File: src/rtl/alu_seq.sv
// Handshaked sequential ALU: single-cycle ADD/SUB/AND/OR/LT, iterative signed MUL/DIV/MOD.
// Define ALU_DIV_EN to build the divider; without it DIV/MOD finish in one clock with err set.
module alu_seq #(
  parameter int N    = 8,
  parameter int CS_N = 3
) (
  input  logic            clk,
  input  logic            rst_n,
  input  logic            in_valid,
  output logic            in_ready,
  input  logic [N-1:0]    data_a,
  input  logic [N-1:0]    data_b,
  input  logic            carry_in,
  input  logic [CS_N-1:0] CS,
  output logic            out_valid,
  input  logic            out_ready,
  output logic [N-1:0]    S,
  output logic [N-1:0]    R,
  output logic            zero,
  output logic            carry_out,
  output logic            ovf,
  output logic            err,
  output logic [1:0]      dbg_state_o
);

  localparam int CW = (N > 2) ? $clog2(N) : 1;

  localparam logic [CS_N-1:0] OP_ADD = CS_N'(0);
  localparam logic [CS_N-1:0] OP_SUB = CS_N'(1);
  localparam logic [CS_N-1:0] OP_AND = CS_N'(2);
  localparam logic [CS_N-1:0] OP_OR  = CS_N'(3);
  localparam logic [CS_N-1:0] OP_LT  = CS_N'(4);
  localparam logic [CS_N-1:0] OP_MUL = CS_N'(5);
  localparam logic [CS_N-1:0] OP_DIV = CS_N'(6);
  localparam logic [CS_N-1:0] OP_MOD = CS_N'(7);

  localparam logic [N-1:0]   ONE_N  = N'(1);
  localparam logic [2*N-1:0] ONE_2N = (2*N)'(1);

  typedef enum logic [1:0] {IDLE = 2'd0, ITER = 2'd1, FIX = 2'd2} state_t;

  // Handshake: a port transfers on a rising edge where its valid and ready are both high;
  // valid, once raised, holds with its payload until the transfer.
  state_t          state_q, state_d;
  logic [CW-1:0]   cnt_q, cnt_d;
  logic [CS_N-1:0] op_q, op_d;
  logic            neg_q, neg_d;
  logic [2*N-1:0]  acc_q, acc_d;
  logic [N-1:0]    m_q, m_d;
  logic            ov_q, ov_d;
  logic [N-1:0]    s_q, s_d, r_q, r_d;
  logic            zero_q, zero_d, c_q, c_d, ovf_q, ovf_d, err_q, err_d;

  logic            accept, load;
  logic [N-1:0]    res_s, res_r;
  logic            res_c, res_o, res_e;
  logic [N-1:0]    mag_a, mag_b;
  logic [N:0]      usum, udiff;
  logic [N+1:0]    add_w, sub_w;
  logic            add_ovf, sub_ovf;
  logic [N:0]      msum;
  logic [2*N-1:0]  mul_step, prod;

  assign mag_a = data_a[N-1] ? (~data_a + ONE_N) : data_a;
  assign mag_b = data_b[N-1] ? (~data_b + ONE_N) : data_b;

  assign usum  = {1'b0, data_a} + {1'b0, data_b} + {{N{1'b0}}, carry_in};
  assign udiff = {1'b0, data_a} - {1'b0, data_b} + {{N{1'b0}}, carry_in};

  // Signed overflow: the exact N+2-bit signed result must sign-extend from bit N-1.
  assign add_w   = {{2{data_a[N-1]}}, data_a} + {{2{data_b[N-1]}}, data_b} + {{(N+1){1'b0}}, carry_in};
  assign sub_w   = {{2{data_a[N-1]}}, data_a} - {{2{data_b[N-1]}}, data_b} + {{(N+1){1'b0}}, carry_in};
  assign add_ovf = !((add_w[N+1] == add_w[N]) && (add_w[N] == add_w[N-1]));
  assign sub_ovf = !((sub_w[N+1] == sub_w[N]) && (sub_w[N] == sub_w[N-1]));

  // Shift-add on magnitudes: acc holds {partial high word, remaining multiplier bits}.
  assign msum     = {1'b0, acc_q[2*N-1:N]} + (acc_q[0] ? {1'b0, m_q} : {(N+1){1'b0}});
  assign mul_step = {msum, acc_q[N-1:1]};
  assign prod     = neg_q ? (~acc_q + ONE_2N) : acc_q;

`ifdef ALU_DIV_EN
  logic            rneg_q, rneg_d;
  logic [N:0]      shifted;
  logic [N+1:0]    trial;
  logic [N-1:0]    new_rem, q_mag, r_mag, q_val, r_val;
  logic [2*N-1:0]  div_step;

  // Restoring division: acc holds {remainder, dividend bits shifting into quotient}.
  assign shifted  = {acc_q[2*N-1:N], acc_q[N-1]};
  assign trial    = {1'b0, shifted} - {2'b00, m_q};
  assign new_rem  = trial[N+1] ? shifted[N-1:0] : trial[N-1:0];
  assign div_step = {new_rem, acc_q[N-2:0], ~trial[N+1]};
  assign q_mag    = acc_q[N-1:0];
  assign r_mag    = acc_q[2*N-1:N];
  assign q_val    = neg_q  ? (~q_mag + ONE_N) : q_mag;
  assign r_val    = rneg_q ? (~r_mag + ONE_N) : r_mag;
`endif

  assign in_ready = (state_q == IDLE) && (!ov_q || out_ready);
  assign accept   = in_valid && in_ready;

  always_comb begin
    state_d = state_q;
    cnt_d   = cnt_q;
    op_d    = op_q;
    neg_d   = neg_q;
    acc_d   = acc_q;
    m_d     = m_q;
`ifdef ALU_DIV_EN
    rneg_d  = rneg_q;
`endif
    load    = 1'b0;
    res_s   = '0;
    res_r   = '0;
    res_c   = 1'b0;
    res_o   = 1'b0;
    res_e   = 1'b0;
    unique case (state_q)
      IDLE: begin
        if (accept) begin
          op_d = CS;
          case (CS)
            OP_ADD: begin load = 1'b1; res_s = usum[N-1:0];  res_c = usum[N];  res_o = add_ovf; end
            OP_SUB: begin load = 1'b1; res_s = udiff[N-1:0]; res_c = udiff[N]; res_o = sub_ovf; end
            OP_AND: begin load = 1'b1; res_s = data_a & data_b; end
            OP_OR:  begin load = 1'b1; res_s = data_a | data_b; end
            OP_LT:  begin load = 1'b1; res_s = ($signed(data_a) < $signed(data_b)) ? ONE_N : '0; end
            OP_MUL: begin
              state_d = ITER;
              cnt_d   = CW'(N - 1);
              acc_d   = {{N{1'b0}}, mag_b};
              m_d     = mag_a;
              neg_d   = data_a[N-1] ^ data_b[N-1];
            end
            OP_DIV, OP_MOD: begin
`ifdef ALU_DIV_EN
              if (data_b == '0) begin
                load  = 1'b1;
                res_s = '1;
                res_r = data_a;
                res_e = 1'b1;
              end else begin
                state_d = ITER;
                cnt_d   = CW'(N - 1);
                acc_d   = {{N{1'b0}}, mag_a};
                m_d     = mag_b;
                neg_d   = data_a[N-1] ^ data_b[N-1];
                rneg_d  = data_a[N-1];
              end
`else
              load  = 1'b1;
              res_e = 1'b1;
`endif
            end
            default: ;
          endcase
        end
      end
      ITER: begin
        acc_d = mul_step;
`ifdef ALU_DIV_EN
        if (op_q != OP_MUL) acc_d = div_step;
`endif
        cnt_d = cnt_q - CW'(1);
        if (cnt_q == '0) state_d = FIX;
      end
      FIX: begin
        state_d = IDLE;
        load    = 1'b1;
        res_s   = prod[N-1:0];
        res_r   = prod[2*N-1:N];
        // Product fits in N signed bits only if the top N+1 bits are all equal.
        res_o   = !((&prod[2*N-1:N-1]) || !(|prod[2*N-1:N-1]));
`ifdef ALU_DIV_EN
        if (op_q != OP_MUL) begin
          res_s = (op_q == OP_MOD) ? r_val : q_val;
          res_r = (op_q == OP_MOD) ? q_val : r_val;
          // Only -2^(N-1) / -1 yields a positive quotient with the top magnitude bit set.
          res_o = !neg_q && q_mag[N-1];
        end
`endif
      end
      default: state_d = IDLE;
    endcase
  end

  always_comb begin
    ov_d   = out_ready ? 1'b0 : ov_q;
    s_d    = s_q;
    r_d    = r_q;
    zero_d = zero_q;
    c_d    = c_q;
    ovf_d  = ovf_q;
    err_d  = err_q;
    if (load) begin
      ov_d   = 1'b1;
      s_d    = res_s;
      r_d    = res_r;
      zero_d = (res_s == '0);
      c_d    = res_c;
      ovf_d  = res_o;
      err_d  = res_e;
    end
  end

  always_ff @(posedge clk or negedge rst_n) begin
    if (!rst_n) begin
      state_q <= IDLE;
      cnt_q   <= '0;
      op_q    <= '0;
      neg_q   <= 1'b0;
      acc_q   <= '0;
      m_q     <= '0;
`ifdef ALU_DIV_EN
      rneg_q  <= 1'b0;
`endif
      ov_q    <= 1'b0;
      s_q     <= '0;
      r_q     <= '0;
      zero_q  <= 1'b0;
      c_q     <= 1'b0;
      ovf_q   <= 1'b0;
      err_q   <= 1'b0;
    end else begin
      state_q <= state_d;
      cnt_q   <= cnt_d;
      op_q    <= op_d;
      neg_q   <= neg_d;
      acc_q   <= acc_d;
      m_q     <= m_d;
`ifdef ALU_DIV_EN
      rneg_q  <= rneg_d;
`endif
      ov_q    <= ov_d;
      s_q     <= s_d;
      r_q     <= r_d;
      zero_q  <= zero_d;
      c_q     <= c_d;
      ovf_q   <= ovf_d;
      err_q   <= err_d;
    end
  end

  assign out_valid   = ov_q;
  assign S           = s_q;
  assign R           = r_q;
  assign zero        = zero_q;
  assign carry_out   = c_q;
  assign ovf         = ovf_q;
  assign err         = err_q;
  assign dbg_state_o = state_q;

endmodule

File: config.mk
export PLATFORM = sky130hd
export DESIGN_NAME = alu_seq
export DESIGN_NICKNAME = d
export VERILOG_FILES = /design/src/rtl/alu_seq.sv
export SDC_FILE = /design/constraint.sdc
export NUM_CORES = 1
export LEC_CHECK = 0
export ABC_CLOCK_PERIOD_IN_PS = 3400
export BUFFER_PORTS_ARGS = -buffer_cell sky130_fd_sc_hd__buf_4
export CAP_MARGIN = 30
export CELL_PAD_IN_SITES_DETAIL_PLACEMENT = 2
export CELL_PAD_IN_SITES_GLOBAL_PLACEMENT = 2
export CORE_MARGIN = 5
export CORE_UTILIZATION = 36
export DETAILED_ROUTE_END_ITERATION = 16
export PLACE_DENSITY_LB_ADDON = 0.05
export SETUP_SLACK_MARGIN = 0.4
export SYNTH_ARGS = -nofsm -noshare
export SYNTH_HDL_FRONTEND = slang
export SYNTH_SLANG_ARGS = --single-unit
File: constraint.sdc
create_clock -name clk -period 3.4 [get_ports clk]
set_clock_uncertainty 0.2 [all_clocks]
set_input_delay 0.34 -clock clk [delete_from_list [all_inputs] [get_ports clk]]
set_output_delay 0.34 -clock clk [all_outputs]
set_load 0.02 [all_outputs]
==> flow_summary.toml, run 1 <==
[placement]
dp_slack_ns = -0.00266
io_buffer_count = 47
post-dp-hpwl_mm = 12.8
gp_congestion = 0.868

[setup_path]
start_kind = "register"
required_ns = 3.39
end_kind = "register"
critPathMaxStageDelay_ns = 0.56
cp.arrival_ns = 3.13
slowest_stage = "or4_4"
cp_common_cell = "or4_4"
path_max_fanout = 3
path_buf_inv = 0
worstSetupPathType = "reg2reg"
crit_chain = "or4_4 -> or2_4 -> o31ai_4 -> xor2_2 -> or4_4 -> a2111oi_4 -> a211oi_2 -> a211o_1"
cp_top_family = "simple AND/OR/NAND/NOR gates"

[final_layout]
final_common_cell = "buf_4"
multi_input_area_sq_um = 3250
fin_nets = 680
drive_gt1_share_pct = 21.7
antenna_cells = 0
nFillCells = 1427
final_cell_mix = "buf_4 (76), nand2_1 (54), dfrtp_1 (50)"
seq_area_sq_um = 1280
area_growth_pct = 23.7

[power_and_ir_drop]
p_leak_nw = 2.58
total_power_mw = 3.97
ir_drop_mv = 0.315
power_density_nw_per_um2 = 701

[sta]
rsz0062_at_grt = "yes"
final-hold-violation-count = 0
fin_crit_ns = 3.15
finalSetupViolCount = 0
tightest_slew_ns = 0.989
relSlewSlack_pct = 34.0
fin_crit_sh_pct = 92.6
fin_ws_ns = 0.250
timing.fmax_mhz = 318
final_max_slew_viol_count = 0

[clocking]
cts.path.max_buffers = 2
clk_pin_slew_worst_paths_ns = 0.07
cts-root-buf = "clkbuf_16"
cts_made_buffers = 5
cts_tree = "built"
cts.sinks = 51
insertion_delay_ns = 0.30
h-tree-depth = 2

[die]
die_area_sq_um = 15100
start_util_pct = 36.5
fp.dieW_microns = 123
coreArea_sq_um = 12600
die_h_microns = 123
rows = 41
io_pins = 48

[route]
post_drt_via_cell_ratio = 5.48
drtAntennaViolNets = 0
wl_per_cell_microns = 20.9
drc = 0
wirelength_mm = 16.3
drt_iter0_drc = 183
drtPass1Iterations = 4
num_vias = 4249

[job]
max_cap_viol_count = 0

[synthesis]
synth_ff_type = "dfrtp_1"
ys_top_cells_by_area = "dfrtp_1 (28%), ha_1 (13%), xnor2_1 (5.7%)"
ys_seq_elements = 51
syn-num-nets = 621
ys_warn_count = 0
ys_seq_area_share_pct = 27.8
synth_edf_count = 0
yosysUniqueCellTypes = 64
synthArstFlopShare_pct = 100
synth_area_sq_um = 4580
yosysTopAreaCellShare_pct = 27.8
syn_area_per_cell_sq_um = 8.42
post-synth-top-area-cell = "dfrtp_1"
syn-instance-count = 544

[global_routing]
antenna_found_initial = 0
grt_pass1_wl_mm = 26.0
first_global_vias = 4733
grt_start_max_net_pins = 52
grt-ovfl-total = 0
grt_usage_pct = 22.1

[min_path]
hp-class = "in2reg"

[outcome]
status = "completed"
[cell type report]
| type | instances | share of cell area [%] |
|---|---|---|
| Clock buffer | 5 | 2.21 |
| Sequential cell | 51 | 22.5 |
| Tap cell | 172 | 3.80 |
| Inverter | 39 | 2.69 |
| Timing Repair Buffer | 77 | 10.2 |
| Multi-Input combinational cell | 429 | 57.3 |
| Clock inverter | 3 | 1.19 |
[metal layers]
metal	vias to the layer above	wire, microns	GRT usage [%]
met5	-	0	0
met4	0	227	4.62
met3	15	521	3.04
met2	70	7880	37.2
met1	2138	7620	30.3
li1	2026	-	-
[worst reg2reg max path, delay by kind of cell, from the launching register on]
kind            cells  cell delay, ns
simple gates        3            1.39
compound gates      4            0.93
flops               1            0.40
xor+xnor            1            0.12
[final timing paths]
| check | from | to | slack (ns) | cells past startpoint |
|---|---|---|---|---|
| worst max-delay path | acc_q[6] | ovf | 0.25 | 8 |
| min in group asynchronous | rst_n | ovf | 0.42 | 2 |
| worst max register to register | acc_q[6] | ovf | 0.25 | 8 |
| max in group asynchronous | rst_n | acc_q[1] | 2.07 | 2 |
| worst min register to register | m_q[3] | m_q[3] | 0.27 | 2 |
| worst min-delay path | CS[2] | err | 0.15 | 2 |
[per-stage QoR]
stage	cells	TNS, ns	instance area, sq um	util [%]	hold slack (ns)
2_1_floorplan	544	0	4630	-	-0.156
3_3_place_gp	762	0	5260	41.9	0.212
3_5_place_dp	762	-0.00266	5260	41.9	0.221
4_1_cts	776	0	5620	44.7	0.137
5_1_grt	776	0	5670	45.1	0.139
6_report	776	0	5670	45.1	0.145
[synth_stat cells (3+ instances only)]
| cell type | n |
|---|---|
| xor2_1 | 15 |
| o21bai_1 | 7 |
| nand3b_1 | 4 |
| nand2_1 | 55 |
| o211ai_1 | 5 |
| and3_1 | 4 |
| a211o_1 | 3 |
| inv_1 | 39 |
| a2111oi_0 | 4 |
| ha_1 | 48 |
| a31oi_1 | 6 |
| mux2i_1 | 6 |
| mux2_2 | 4 |
| nor4_1 | 4 |
| a211oi_1 | 7 |
| o21ai_0 | 49 |
| or4_1 | 4 |
| a21oi_1 | 26 |
| o22ai_1 | 6 |
| nand2b_1 | 13 |
| fa_1 | 5 |
| dfrtp_1 | 51 |
| a21o_1 | 7 |
| nand3_1 | 18 |
| nor2b_1 | 7 |
| nand4_1 | 5 |
| nor2_1 | 30 |
| or3_1 | 3 |
| o31ai_1 | 10 |
| clkbuf_1 | 19 |
| and2_1 | 10 |
| nor3_1 | 4 |
| xnor2_1 | 30 |
[timing repair]
| action | 4_1_cts | 5_1_grt |
|---|---|---|
| hold buffers | 1 | 0 |
| pin swaps | 12 | 7 |
| buffers inserted | 5 | 0 |
| resized for setup | 22 | 10 |
| setup endpoints to repair | 3 | 3 |
| endpoints found under the hold margin | 51 | 0 |
[state kept, by name, indices dropped and copies added, names as in the netlist]
signal	count
dbg_state_o	2
S	8
cnt_q	3
m_q	8
ovf	1
R	8
err	1
out_valid	1
zero	1
acc_q	16
neg_q	1
carry_out	1
[kinds of logic after synthesis]
| logic type | after synthesis | share of synthesized area, % |
|---|---|---|
| adders and majority gates | 53 | 15.3 |
| muxes | 11 | 2.78 |
| DFF | 51 | 27.8 |
| and+or+nand+nor | 170 | 18.6 |
| buffers and inverters | 64 | 5.65 |
| AOI/OAI and AO/OA | 150 | 21.3 |
| xor gates and xnor gates | 45 | 8.60 |
[power breakdown]
part           switching [mW]  internal, mW
Combinational            1.23         0.947
Clock                   0.234         0.422
Sequential              0.281         0.856
Total                    1.75          2.22
Note: power is estimated with default switching activity, not from simulation.
==> inputs of run 2 (changes only) <==
CORE_ASPECT_RATIO = 2   (was not set)
==> flow_summary.toml, run 2 (synthesis results as in run 1) <==
[clocking]
cts_tree = "built"
h-tree-depth = 2
cts.path.max_buffers = 2
cts_made_buffers = 5
clk_pin_slew_worst_paths_ns = 0.08
insertion_delay_ns = 0.30
cts-root-buf = "clkbuf_16"
cts.sinks = 51

[placement]
io_buffer_count = 47
post-dp-hpwl_mm = 14.0
gp_congestion = 0.820
dp.cells = 745
dpl_cell_area_sq_um = 5270
dp_slack_ns = 0.0463

[setup_path]
r2r_slack_ns = 0.38
r2r_cells = 8
end_kind = "register"
slowest_stage = "or4_4"
cp.arrival_ns = 3.01
critPathMaxStageDelay_ns = 0.57
rr_endpoint = "ovf"
required_ns = 3.39
start_kind = "register"
startpoint = "acc_q[3]"
worstSetupPathType = "reg2reg"
crit-reg2reg-launch = "acc_q[3]"
crit_chain = "or4_4 -> or2_1 -> o31ai_2 -> xor2_1 -> or4_4 -> a2111oi_4 -> a211oi_2 -> a211o_1"
cp_common_cell = "or4_4"
path_max_fanout = 3

[die]
rows = 58
start_util_pct = 36.5
io_pins = 48
coreArea_sq_um = 12600
die_h_microns = 170
fp.dieW_microns = 89.8
die_area_sq_um = 15200

[final_layout]
fin_cells = 760
nFillCells = 1412
fin_nets = 686
final_common_cell = "buf_4"
antenna_cells = 0
seq_area_sq_um = 1280
regMostFlops = "acc_q"
fin_util_pct = 44.6
final_area_sq_um = 5600
drive_gt1_share_pct = 21.3
multi_input_area_sq_um = 3210
largest_register_ff_count = 16
final_cell_mix = "buf_4 (82), nand2_1 (54), dfrtp_1 (49)"
area_growth_pct = 22.2

[power_and_ir_drop]
p_leak_nw = 2.60
ir_drop_mv = 0.374
power_density_nw_per_um2 = 698
total_power_mw = 3.91

[sta]
tightest_slew_ns = 0.934
relSlewSlack_pct = 37.7
finalSetupViolCount = 0
rsz0062_at_grt = "yes"
final_max_slew_viol_count = 0
timing.fmax_mhz = 331
final-hold-violation-count = 0
holdWs_ns = 0.145
fin_ws_ns = 0.376
tns_ns = 0
fin_crit_sh_pct = 89.0
fin_crit_ns = 3.02

[route]
drtPass1Iterations = 4
dr_wl_met2_mm = 10.5
wl_per_cell_microns = 22.5
post_drt_via_cell_ratio = 5.65
dr.max_layer_used = "met4"
wirelength_mm = 17.1
drtAntennaViolNets = 0
wl_met1_mm = 5.86
drt_iter0_drc = 110
wl_met3_microns = 191
drc = 0
num_vias = 4294

[job]
max_cap_viol_count = 0

[global_routing]
grt_start_max_net_pins = 52
grt_usage_pct = 22.3
antenna_found_initial = 0
grt-ovfl-total = 0
first_global_vias = 4847
grt_pass1_wl_mm = 26.7

[min_path]
hold_path.startpoint = "CS[2]"
hold_depth = 2
hold_end = "err"
hp-class = "in2reg"

[outcome]
status = "completed"
==> run 2: cell count changes in the layout (fill, tap and decap cells not counted), sizes merged <==
cell,delta
buf,+6
bufinv,-2
clkinv,+2
clkinvlp,-1
inv,+1
==> run 2: what timing repair did <==
action | CTS | global route
pin swaps | 11 | 4
hold buffers | 1 | 0
endpoints found under the setup margin | 3 | 4
buffers inserted | 4 | 2
resized for setup | 15 | 9
endpoints found under the hold margin | 51 | 0
==> run 2: final cells by class <==
| class | count | area share, % |
|---|---|---|
| clock buffers | 5 | 2.23 |
| clock inverters | 3 | 0.447 |
| inverters | 39 | 2.66 |
| multi-input cells | 429 | 57.3 |
| flip-flops and latches | 51 | 22.8 |
| well taps | 150 | 3.35 |
| repair buffers | 83 | 11.2 |
==> run 2: critical path: cells and delay by family (launching register included) <==
family,cells,cell delay (ns)
and+or+nand+nor,3,1.38
xor gates and xnor gates,1,0.14
DFF,1,0.39
AOI/OAI and AO/OA,4,0.81
==> run 2: per-layer routing <==
layer | vias to the layer above | GRT usage, %
li1 | 2038 | -
met5 | - | 0
met2 | 45 | 47.5
met3 | 21 | 1.33
met1 | 2190 | 21.0
met4 | 0 | 9.08
==> run 2: where the power goes <==
group | switching, mW | internal, mW | leakage [nW] | total (mW)
logic | 1.29 | 0.975 | 1.89 | 2.27
registers | 0.263 | 0.857 | 0.646 | 1.12
clock network | 0.245 | 0.276 | 0.0700 | 0.521
==> run 2: worst max-delay path by stage <==
| stage | to | cells after the start | slack [ns] |
|---|---|---|---|
| finish | ovf | 8 | 0.38 |
| global route | ovf | 9 | 0.24 |
| CTS | ovf | 8 | 0.37 |
| detailed placement | ovf | 12 | 0.05 |
| global placement | zero | 12 | 0.14 |
| floorplan | zero | 9 | 0.40 |
==> inputs of run 3 (changes only) <==
PLACE_DENSITY = 0.9   (was not set)
PLACE_DENSITY_LB_ADDON = not set   (was 0.05)
==> flow_summary.toml, run 3 (synthesis results as in run 1) <==
[die]
fp.dieW_microns = 89.8
die_h_microns = 170
io_pins = 48
die_area_sq_um = 15200
rows = 58
coreArea_sq_um = 12600
start_util_pct = 36.5

[min_path]
hp-class = "in2reg"

[clocking]
cts_tree = "built"
clk_pin_slew_worst_paths_ns = 0.07
cts-root-buf = "clkbuf_16"
cts_made_buffers = 5
h-tree-depth = 2
cts.sinks = 51
cts.path.max_buffers = 2
insertion_delay_ns = 0.31

[placement]
dp_slack_ns = -0.0647
dp.cells = 747
post-dp-hpwl_mm = 14.9
io_buffer_count = 47
gp_congestion = 0.856

[setup_path]
crit_chain = "or4_4 -> or2_4 -> o31ai_4 -> xor2_1 -> or4_4 -> a2111oi_4 -> a211oi_2 -> a211o_1"
worstSetupPathType = "reg2reg"
cp.arrival_ns = 3.15
cp_top_family = "simple AND/OR/NAND/NOR gates"
path_buf_inv = 0
critPathMaxStageDelay_ns = 0.57
start_kind = "register"
slowest_stage = "or4_4"
required_ns = 3.40
cp_common_cell = "or4_4"
path_max_fanout = 3
end_kind = "register"

[route]
drtPass1Iterations = 4
post_drt_via_cell_ratio = 6.06
wirelength_mm = 20.9
wl_per_cell_microns = 27.1
drc = 0
drtAntennaViolNets = 0
num_vias = 4669
drt_iter0_drc = 263

[final_layout]
largest_register_ff_count = 16
fin_nets = 696
nFillCells = 1409
antenna_cells = 0
drive_gt1_share_pct = 24.7
area_growth_pct = 24.9
fin_cells = 770
regMostFlops = "acc_q"
final_common_cell = "buf_4"
final_cell_mix = "buf_4 (90), nand2_1 (54), dfrtp_1 (48)"

[sta]
finalSetupViolCount = 0
fin_crit_ns = 3.15
holdWs_ns = 0.174
fin_ws_ns = 0.247
final-hold-violation-count = 0
rsz0062_at_grt = "yes"
timing.fmax_mhz = 317
tns_ns = 0
relSlewSlack_pct = 29.3
tightest_slew_ns = 1.06
fin_crit_sh_pct = 92.7
final_max_slew_viol_count = 0

[outcome]
status = "completed"

[global_routing]
grt_pass1_wl_mm = 30.1
grt_start_max_net_pins = 52
grt_usage_pct = 25.2
grt-ovfl-total = 0
antenna_found_initial = 0
first_global_vias = 5317

[power_and_ir_drop]
p_leak_nw = 2.64
ir_drop_mv = 0.398
power_density_nw_per_um2 = 747

[job]
max_cap_viol_count = 0
## run 3: cell count changes in the layout (fill, tap and decap cells not counted), sizes merged
cell    change
buf        +10
clkbuf      +2
clkinv      -1
inv         -1
## run 3: per-stage QoR
step | total power, mW | instance area, sq um | util [%]
after floorplan | 2.41 | 4630 | -
final | 4.27 | 5720 | 45.6
after global placement | 3.14 | 5290 | 42.1
after detailed placement | 3.34 | 5290 | 42.1
after global routing | 4.47 | 5720 | 45.6
after CTS | 4.05 | 5610 | 44.7
## run 3: path summary, 6_finish.rpt
check                          start   endpoint  slack (ns)  cells past startpoint
hold / removal             data_b[0]   acc_q[0]        0.17                      3
min in group asynchronous      rst_n   acc_q[2]        0.42                      2
setup / recovery            acc_q[3]        ovf        0.25                      8
hold reg to reg             cnt_q[0]   cnt_q[0]        0.28                      1
max in group asynchronous      rst_n  acc_q[10]        2.08                      2
setup reg to reg            acc_q[3]        ovf        0.25                      8
## run 3: timing repair
action                                  4_1_cts  5_1_grt
endpoints found under the setup margin        4        5
hold buffers                                  1        0
gates cloned                                  0        0
pin swaps                                    13       13
setup buffers                                 6        8
hold endpoints to repair                     51        0
resized for setup                            27       14
## run 3: area by class of cell
class                           count  area, sq um  area share [%]
Clock inverter                      1         5.00          0.0874
Sequential cell                    51         1280            22.4
Inverter                           39          153            2.67
Clock buffer                        7          133            2.32
Tap cell                          150          188            3.28
Timing Repair Buffer               93          708            12.4
Multi-Input combinational cell    429         3260            56.9
## run 3: layer usage
layer  track usage, %  vias to the layer above  share of wire [%]
met1             23.1                     2365                 33
li1                 -                     2053                  -
met5                0                        -                  0
met2             50.7                      153                 56
met3             2.09                       98                2.3
met4             17.2                        0                8.5
## run 3: worst min-delay path: cells and delay by family
kind	cells	cell delay (ns)
AO/OA/AOI/OAI	1	0.09
buffers and inverters	1	0.14
AND/OR/NAND/NOR	1	0.07
## run 3: where the power goes
part	total, mW	internal (mW)	switching, mW
registers	1.18	0.858	0.317
logic	2.56	1.06	1.51
clock network	0.535	0.274	0.260
total	4.27	2.19	2.09
